$ cat src/rtl/piso_serializer.sv
// Parallel-in/serial-out shifter with a one-word holding register, so that
// back-to-back words leave as one continuous bit stream.
module piso_serializer #(
  parameter int   DATA_WIDTH    = 8,
  parameter logic MSB_FIRST     = 1'b0,
  parameter logic INIT          = 1'b0,
  parameter logic IS_C_INVERTED = 1'b0
) (
  input  logic                  C,
  input  logic                  R,
  input  logic                  CE,
  input  logic [DATA_WIDTH-1:0] D,
  input  logic                  LOAD_VLD,
  output logic                  LOAD_RDY,
  output logic                  Q,
  output logic                  LAST,
  output logic                  BUSY
);

  // Handshake: a word moves from D into the holding register on an active
  // edge where LOAD_VLD=1 and LOAD_RDY=1; LOAD_RDY depends only on state.

  localparam int              CW       = $clog2(DATA_WIDTH + 1);
  localparam logic [CW-1:0]   CNT_FULL = CW'(DATA_WIDTH);
  localparam logic [0:0]      ST_IDLE  = 1'b0;
  localparam logic [0:0]      ST_SHIFT = 1'b1;

  // Falling-edge operation is folded into a single internal clock.
  logic clk;
  assign clk = C ^ IS_C_INVERTED;

  logic [0:0]            state     = ST_IDLE;
  logic [DATA_WIDTH-1:0] hold      = '0;
  logic                  hold_full = 1'b0;
  logic [DATA_WIDTH-1:0] sr        = '0;
  logic [CW-1:0]         cnt       = '0;
  logic                  q_r       = INIT;
  logic                  last_r    = 1'b0;

  function automatic logic first_bit(input logic [DATA_WIDTH-1:0] w);
    return MSB_FIRST ? w[DATA_WIDTH-1] : w[0];
  endfunction

  // Remaining bits move toward the output end; vacated positions fill with 0.
  function automatic logic [DATA_WIDTH-1:0] rest_bits(input logic [DATA_WIDTH-1:0] w);
    return MSB_FIRST ? (w << 1) : (w >> 1);
  endfunction

  always_ff @(posedge clk) begin
    if (R) begin
      state     <= ST_IDLE;
      hold      <= '0;
      hold_full <= 1'b0;
      sr        <= '0;
      cnt       <= '0;
      q_r       <= INIT;
      last_r    <= 1'b0;
    end else begin
      if (LOAD_VLD && !hold_full) begin
        hold      <= D;
        hold_full <= 1'b1;
      end
      // The drain below only fires with hold_full=1, so it never meets an accept.
      if (CE) begin
        if (state == ST_SHIFT && cnt != CNT_FULL) begin
          q_r    <= first_bit(sr);
          sr     <= rest_bits(sr);
          cnt    <= cnt + CW'(1);
          last_r <= (cnt + CW'(1)) == CNT_FULL;
        end else if (hold_full) begin
          q_r       <= first_bit(hold);
          sr        <= rest_bits(hold);
          hold_full <= 1'b0;
          cnt       <= CW'(1);
          state     <= ST_SHIFT;
          last_r    <= 1'b0;
        end else begin
          q_r    <= INIT;
          last_r <= 1'b0;
          cnt    <= '0;
          state  <= ST_IDLE;
        end
      end
    end
  end

  assign LOAD_RDY = ~hold_full;
  assign Q        = q_r;
  assign LAST     = last_r;
  assign BUSY     = (state == ST_SHIFT);

endmodule

$ cat config.mk
export PLATFORM = sky130hd
export DESIGN_NAME = piso_serializer
export DESIGN_NICKNAME = d
export VERILOG_FILES = /design/src/rtl/piso_serializer.sv
export SDC_FILE = /design/constraint.sdc
export NUM_CORES = 1
export LEC_CHECK = 0
export CORE_ASPECT_RATIO = 1.75
export CORE_MARGIN = 2
export CORE_UTILIZATION = 45
export DETAILED_ROUTE_END_ITERATION = 7
export GPL_ROUTABILITY_DRIVEN = 1
export GPL_TIMING_DRIVEN = 0
export PLACE_DENSITY = 0.68
export SLEW_MARGIN = 20
export SYNTH_ARGS = -nofsm -noshare
export SYNTH_HDL_FRONTEND = slang
export SYNTH_SLANG_ARGS = --single-unit
export TNS_END_PERCENT = 5
$ cat constraint.sdc
create_clock -name C -period 1.9 [get_ports C]
set_clock_uncertainty 0.1 [all_clocks]
set_input_delay 0.57 -clock C [delete_from_list [all_inputs] [get_ports C]]
set_output_delay 0.57 -clock C [all_outputs]
set_load 0.02 [all_outputs]
==> results of run 1 <==
-- placed cells by master, fill, tap and decap left out, drive strengths merged, types with 6 or more instances in the layout --
cell type / instances
dfxtp: 23
nand2: 6
mux2i: 8
clkbuf: 9
o221a: 6
a31oi: 7
clkdlybuf4s50: 11
inv: 13
nor2: 11
-- logic make-up after synthesis --
kind of cell / Yosys count
DFF: 23
adders and majority gates: 3
muxes: 8
buffers and inverters: 21
AOI/OAI and AO/OA: 29
and+or+nand+nor: 32
xor gates and xnor gates: 1
-- metrics by stage --
step	std cells	power, mW	setup TNS [ns]
after global placement	158	0.713	-2.48
after floorplan	117	0.654	0
after global routing	162	1.05	0
after detailed placement	158	0.717	-2.91
after CTS	162	1.02	0
final	162	1.01	0
-- sequential cells by signal, summed over array words and instances, names as in the netlist --
register and cells:
cnt 4, BUSY 1, hold 8, hold_full 1
Q 1, LAST 1, sr 7
-- cell usage after synthesis (2+ instances only) --
| library cell | instances |
|---|---|
| a31oi_1 | 7 |
| nor2b_1 | 2 |
| o21ai_0 | 2 |
| nand2_1 | 5 |
| o32ai_1 | 2 |
| inv_1 | 13 |
| a21oi_1 | 2 |
| nand4_1 | 2 |
| nand2b_1 | 2 |
| mux2i_1 | 8 |
| o221a_2 | 6 |
| buf_2 | 2 |
| nor2_1 | 11 |
| and2_1 | 2 |
| dfxtp_1 | 23 |
| clkbuf_1 | 3 |
| ha_1 | 3 |
-- worst register-to-register path: stages (launching register included) --
cell      delay (ns)
dfxtp_1         0.43
inv_1           0.10
ha_1            0.27
nand3b_4        0.14
buf_6           0.16
nand2_4         0.06
o311a_1         0.29
-- per-layer routing --
layer,up-vias,share of wire [%],GRT usage [%]
met5,-,0,0
met4,0,1.7,6.25
met3,7,3.6,2.55
met2,17,52,31.4
met1,427,43,20.3
li1,463,-,-
-- power by group through the flow --
stage          combinational, mW  clock, mW  sequential (mW)
2_1_floorplan              0.111          0            0.543
3_3_place_gp               0.170          0            0.543
3_5_place_dp               0.174          0            0.543
4_1_cts                    0.172      0.312            0.532
5_1_grt                    0.189      0.329            0.536
6_report                   0.170      0.305            0.532
-- how the worst max path moves through the flow --
stage              start  endpoint  slack (ns)
2_1_floorplan         CE         Q        0.42
3_3_place_gp          CE         Q       -0.21
3_5_place_dp          CE         Q       -0.24
4_1_cts                Q         Q        0.02
5_1_grt                R     sr[5]        0.01
6_report       hold_full  LOAD_RDY        0.08
-- repair_timing --
item / 4_1_cts / 5_1_grt
endpoints found under the setup margin: 2 / 9
hold buffers: 0 / 0
resized for setup: 2 / 3
-- layout make-up --
class	count	area [µm²]	area share, %
Multi-Input combinational cell	73	579	42.1
Sequential cell	23	460	33.5
Timing Repair Buffer	15	153	11.1
Buffer	8	56.3	4.09
Inverter	13	48.8	3.55
Clock buffer	4	45.0	3.28
Tap cell	26	32.5	2.37
==> key figures, run 1 <==
Cells and area
  – Share of layout cells above drive strength 1: a little under a fifth
  – Nets: approximately 150
  – Ant diodes: 0
  – Final Instance Area: approximately 1400 µm²
  – Area delta synth->final: 20.4%
  – Fillers: 240
  – Core Util, Final: 55.8%

Drt
  – Avg WL per Cell: roughly 15 µm
  – Drt pass-1 iters: 4
  – Total wire length: ~2.4 mm
  – Detailed-route via count: between 900 and 1,000
  – DR vias/cell: about 5.6
  – Antenna-violating nets left: 0
  – DRC: 0
  – Drt first-iter violations: 38

Setup path
  – Worst path max stage delay: 0.33 ns
  – Slowest CP cell: dlygate4sd2_1
  – CP bufs+invs: 3
  – Top Family by Delay on Critical Path: buffers and inverters
  – Worst r2r src: cnt[0]
  – R2R cell count: 6
  – Worst Setup Start Kind: flip-flop
  – Stages on the worst setup path: 3
  – Crit-path cells: buf_4, inv_1, dlygate4sd2_1
  – WS Path Type: flip-flop to output port
  – Worst Path Arrival: 1.15 ns
  – R2R setup slack: 0.24 ns
  – Worst r2r dst: Q
  – CP max FO: 10
  – CP required: around 1.2 ns
  – CP Capture Type: output port

Outcome
  – Status: completed

Power and ir drop
  – Static Leak: 0.554 nW
  – Combinational power share: 16.9%
  – Clk pwr share: a little under a third
  – Maximum vdd drop: 630 µV
  – Pint: around 0.75 mW
  – Seq pwr share: 52.9%
  – Sw Share: approximately a quarter
  – Switch Pwr: 0.259 mW
  – PwrDens: ~730 nW/µm²

Yosys
  – Adder-cell share of the synthesized area: 3.29%
  – Sequential area share after synthesis: about two fifths
  – Async set-reset flop share out of synthesis: 0%
  – Synth Warn #: 0
  – Avg Cell Area, Syn: ~9.8 µm²
  – Mux contribution to synthesized area: roughly 7.0%
  – Simple-gate share of the synthesized area: 16.8%
  – Cell taking the most area after synthesis: dfxtp_1
  – Most common flop cell mapped by yosys: dfxtp_1
  – Top-area cell type share of the netlist area: just over 40%
  – Synth Cell Area: between 1000 and 1500 µm²
  – Top post-synthesis cells by area: dfxtp_1, mux2i_1, o221a_2, inv_1, a31oi_1
  – FF+latch count, synth: 23
  – Number of synthesized flops with an enable pin: 0
  – Main combinational cell family by area after synthesis: compound AO/OA/AOI/OAI gates
  – Synth Instances: around 120
  – Synth unique cells: 39
  – Compound-Gate Fraction of Synth Area: 22.9%
  – Syn_nets: 132
  – XOR/XNOR share of the synthesized area: less than 1%

Timing
  – Final Max Slew Viols: 0
  – Slew @ Worst Pin: about 0.53 ns
  – Final critical-path required period: about 1.8 ns
  – Fmax: roughly 550 MHz
  – Hold WS: approximately 0.38 ns
  – Slew HR: between 60% and 70%
  – Worst setup margin: ~0.08 ns
  – Final Hold Viols: 0
  – Setup-failing EPs final: 0
  – Unrepaired setup endpoints after global routing: false
  – Tcrit/Tclk final: a little over nine tenths

Clock tree
  – Post-CTS setup buffers: 0
  – Max clock buf depth: 2
  – Clk root buf: clkbuf_8
  – Htree depth: 1
  – CTS tree: built
  – Reg clk slew, reported paths: 0.08 ns
  – CTS sink count: 23
  – Number of clock buffers inserted by TritonCTS: 3
  – Clock latency on the worst-skew pair: 0.26 ns

Global route
  – Grt total ovfl: 0
  – Vias in the first global route: 946
  – First-pass GRT wire length: 4.15 mm
  – Largest net degree at the start of global routing: 13
  – Antenna violations before repair: 0
  – GR Util All Layers: 17.4%

Floorplanning
  – Die Footprint: between 2000 and 3000 µm²
  – Die W: 42.1 µm
  – Initial core utilization: a little under half
  – Core area: between 2000 and 2500 µm²
  – I/O Pins: 16
  – Die Y: about 71 µm
  – Rows: 24

Placement
  – # port buffers: 15
  – Gpl congestion: about 0.76
  – Cell Area, Placed: about 1300 µm²
  – Detailed Place HPWL: 1.73 mm
  – Post-place setup slack: -0.239 ns

Run
  – Maximum capacitance violations: 0

Worst hold path
  – Worst-case hold path end point: LAST
  – Hold Crit Depth: 2
  – Hold Startpoint: LAST
  – Type of the worst min-delay path: flip-flop to flip-flop
(Power assumes the default switching activity.)
==> inputs of run 2 (changes only) <==
GPL_TIMING_DRIVEN = default   (was 0)
==> run 2 against run 1 <==
  * Sequential share of layout area decreased by 0.69 points
  * Non-clock buffer count increased by 1
  * Worst setup slack improved by 0.044 ns
  * Maximum frequency increased by 2.5%
  * Clock-buffer cell count decreased by 1
  * Core utilization increased by 1.2 points
  * Sequential power about the same
  * Total power increased by 0.79%
  * Largest cell class unchanged
  * Critical endpoint is now sr[3]
  * Combinational power increased by 5%
  * Die area unchanged
==> key figures, run 2 (same netlist as run 1, synthesis figures left out) <==
Cells and area
  – Ant diodes: 0 (unchanged)
  – Largest registers: hold: 8 flops, sr: 7 flops, cnt: 4 flops (unchanged)
  – Area delta synth->final: 22.9% (was 20.4%)
  – Reg area: 460 µm² (unchanged)
  – Share of layout cells above drive strength 1: 21.9% (was 18.4%)
  – Commonest non-fill, non-tap cell in the layout: dfxtp_1 (unchanged)
  – Fillers: 239 (was 240)
  – Most frequent cells in the layout: dfxtp_1, inv_1, nor2_1, clkdlybuf4s50_1 (was dfxtp_1, inv_1, nor2_1, clkdlybuf4s50_1, mux2i_1)
  – Nets: 153 (was 152)
  – Multi-input combinational cell area: 579 µm² (unchanged)
  – Max reg flops: 8 (unchanged)
  – Top reg by flops: hold (unchanged)

Power and ir drop
  – PwrDens: 723 nW/µm² (was 732 nW/µm²)
  – Combinational power share: 17.6% (was 16.9%)
  – Sw Share: 25.8% (was 25.7%)
  – Static Leak: 0.586 nW (was 0.554 nW)
  – Switch Pwr: 0.261 mW (was 0.259 mW)
  – Pint: 0.753 mW (was 0.748 mW)
  – Clk pwr share: 29.9% (was 30.3%)
  – Seq pwr share: 52.4% (was 52.9%)
  – Maximum vdd drop: 494 µV (was 630 µV)

Floorplanning
  – Die Y: 70.7 µm (unchanged)
  – Initial core utilization: 46.4% (unchanged)
  – Core area: 2460 µm² (unchanged)
  – Die Footprint: 2970 µm² (unchanged)
  – Die W: 42.1 µm (unchanged)
  – Rows: 24 (unchanged)
  – I/O Pins: 16 (unchanged)

Clock tree
  – CTS sink count: 23 (unchanged)
  – Clk root buf: clkbuf_8 (unchanged)
  – Post-CTS setup buffers: 0 (unchanged)
  – CTS tree: built (unchanged)
  – Htree depth: 1 (unchanged)
  – Max clock buf depth: 2 (unchanged)
  – Hold buffer count at CTS: 0 (unchanged)
  – Reg clk slew, reported paths: 0.08 ns (about the same)
  – Clock latency on the worst-skew pair: 0.27 ns (was 0.26 ns)
  – Number of clock buffers inserted by TritonCTS: 3 (unchanged)

Setup path
  – CP max FO: 6 (was 10)
  – Worst Setup Start Kind: input port (was flip-flop)
  – CP Capture Type: flip-flop (was output port)
  – Worst r2r dst: sr[3] (was Q)
  – Crit-path cells: clkdlybuf4s50_1, o21ai_0, a41oi_2, o221a_2 (was buf_4, inv_1, dlygate4sd2_1)
  – CP required: 2.02 ns (was 1.23 ns)
  – CP Capture Point: sr[3] (was LOAD_RDY)
  – Crit path launch: CE (was hold_full)
  – Worst path max stage delay: 0.58 ns (was 0.33 ns)
  – R2R cell count: 5 (was 6)
  – WS Path Type: input port to flip-flop (was flip-flop to output port)
  – Worst Path Arrival: 1.89 ns (was 1.15 ns)
  – Slowest CP cell: clkdlybuf4s50_1 (was dlygate4sd2_1)
  – Worst r2r src: cnt[0] (unchanged)
  – R2R setup slack: 0.13 ns (was 0.24 ns)

Drt
  – Total wire length: 2.29 mm (was 2.36 mm)
  – Met3 WL: 53 µm (was 84 µm)
  – DRC: 0 (unchanged)
  – Avg WL per Cell: 14.1 µm (was 14.6 µm)
  – Antenna-violating nets left: 0 (unchanged)
  – Drt pass-1 iters: 4 (unchanged)
  – DR vias/cell: 5.64 (about the same)
  – Uppermost layer routed: met4 (unchanged)
  – DR WL met2: 1.15 mm (was 1.22 mm)
  – Drt first-iter violations: 28 (was 38)
  – WL met1: 995 µm (was 1.01 mm)
  – Detailed-route via count: 920 (was 914)

Placement
  – Gpl congestion: 0.851 (was 0.762)
  – Post-place setup slack: -0.145 ns (was -0.239 ns)
  – Detailed Place HPWL: 1.68 mm (was 1.73 mm)
  – # port buffers: 15 (unchanged)

Timing
  – Final critical-path required period: 1.78 ns (was 1.82 ns)
  – Tcrit/Tclk final: 93.4% (was 95.7%)
  – Final Max Slew Viols: 0 (unchanged)
  – Hold WS: 0.371 ns (was 0.385 ns)
  – Unrepaired setup endpoints after global routing: false (unchanged)
  – Slew @ Worst Pin: 0.357 ns (was 0.526 ns)
  – Slew HR: 76.2% (was 64.9%)
  – Fmax: 563 MHz (was 550 MHz)
  – Worst setup margin: 0.125 ns (was 0.0808 ns)
  – Setup-failing EPs final: 0 (unchanged)
  – Final Hold Viols: 0 (unchanged)

Worst hold path
  – Type of the worst min-delay path: flip-flop to flip-flop (unchanged)
  – Hold Startpoint: LAST (unchanged)

Global route
  – Antenna violations before repair: 0 (unchanged)
  – Largest net degree at the start of global routing: 26 (was 13)
  – Vias in the first global route: 891 (was 946)
  – First-pass GRT wire length: 3.95 mm (was 4.15 mm)
  – Grt total ovfl: 0 (unchanged)
  – GR Util All Layers: 17.2% (was 17.4%)

Run
  – Maximum capacitance violations: 0 (unchanged)

Outcome
  – Status: completed (unchanged)
==> run 2: worst min-delay path by stage <==
stage | endpoint | slack (ns) | depth (start not counted)
2_1_floorplan | hold[0] | 0.36 | 2
3_3_place_gp | LAST | 0.36 | 2
3_5_place_dp | LAST | 0.37 | 2
4_1_cts | LAST | 0.38 | 2
5_1_grt | LAST | 0.41 | 2
6_report | LAST | 0.37 | 2
==> run 2: layer usage <==
| metal | track usage, % | vias to the layer above |
|---|---|---|
| met5 | 0 | - |
| met4 | 11.5 | 0 |
| met3 | 2.30 | 9 |
| met2 | 28.1 | 16 |
| met1 | 20.6 | 435 |
| li1 | - | 460 |
==> run 2: power by group through the flow <==
stage | Sequential [mW] | Combinational, mW | Clock, mW
CTS | 0.532 | 0.181 | 0.315
global route | 0.536 | 0.195 | 0.330
global placement | 0.543 | 0.177 | 0
detailed placement | 0.543 | 0.182 | 0
finish | 0.532 | 0.179 | 0.304
floorplan | 0.543 | 0.111 | 0
==> run 2: through the flow <==
stage / util, % / power [mW] / area, µm² / setup TNS [ns] / cells
finish: 57.0 / 1.01 / 1400 / 0 / 163
global route: 57.0 / 1.06 / 1400 / 0 / 163
detailed placement: 54.9 / 0.725 / 1350 / -0.984 / 159
global placement: 54.9 / 0.720 / 1350 / -0.450 / 159
floorplan: - / 0.654 / 1140 / 0 / 117
CTS: 56.7 / 1.03 / 1400 / 0 / 163
==> run 2: layout make-up <==
class                      count  share of cell area, %
tap                           26                   2.32
clock inverter                 1                  0.357
timing repair buffer          24                   16.8
clock buffer                   3                   2.94
sequential                    23                   32.8
multi-input combinational     73                   41.3
inverter                      13                   3.48
==> run 2: timing repair <==
item,in CTS,in global routing
gates cloned,0,0
setup endpoints to repair,1,3
gates resized for setup,1,3
==> run 2: critical path, delay by kind of cell <==
family          cells  cell delay (ns)
compound gates      3             0.74
buf+inv             1             0.58
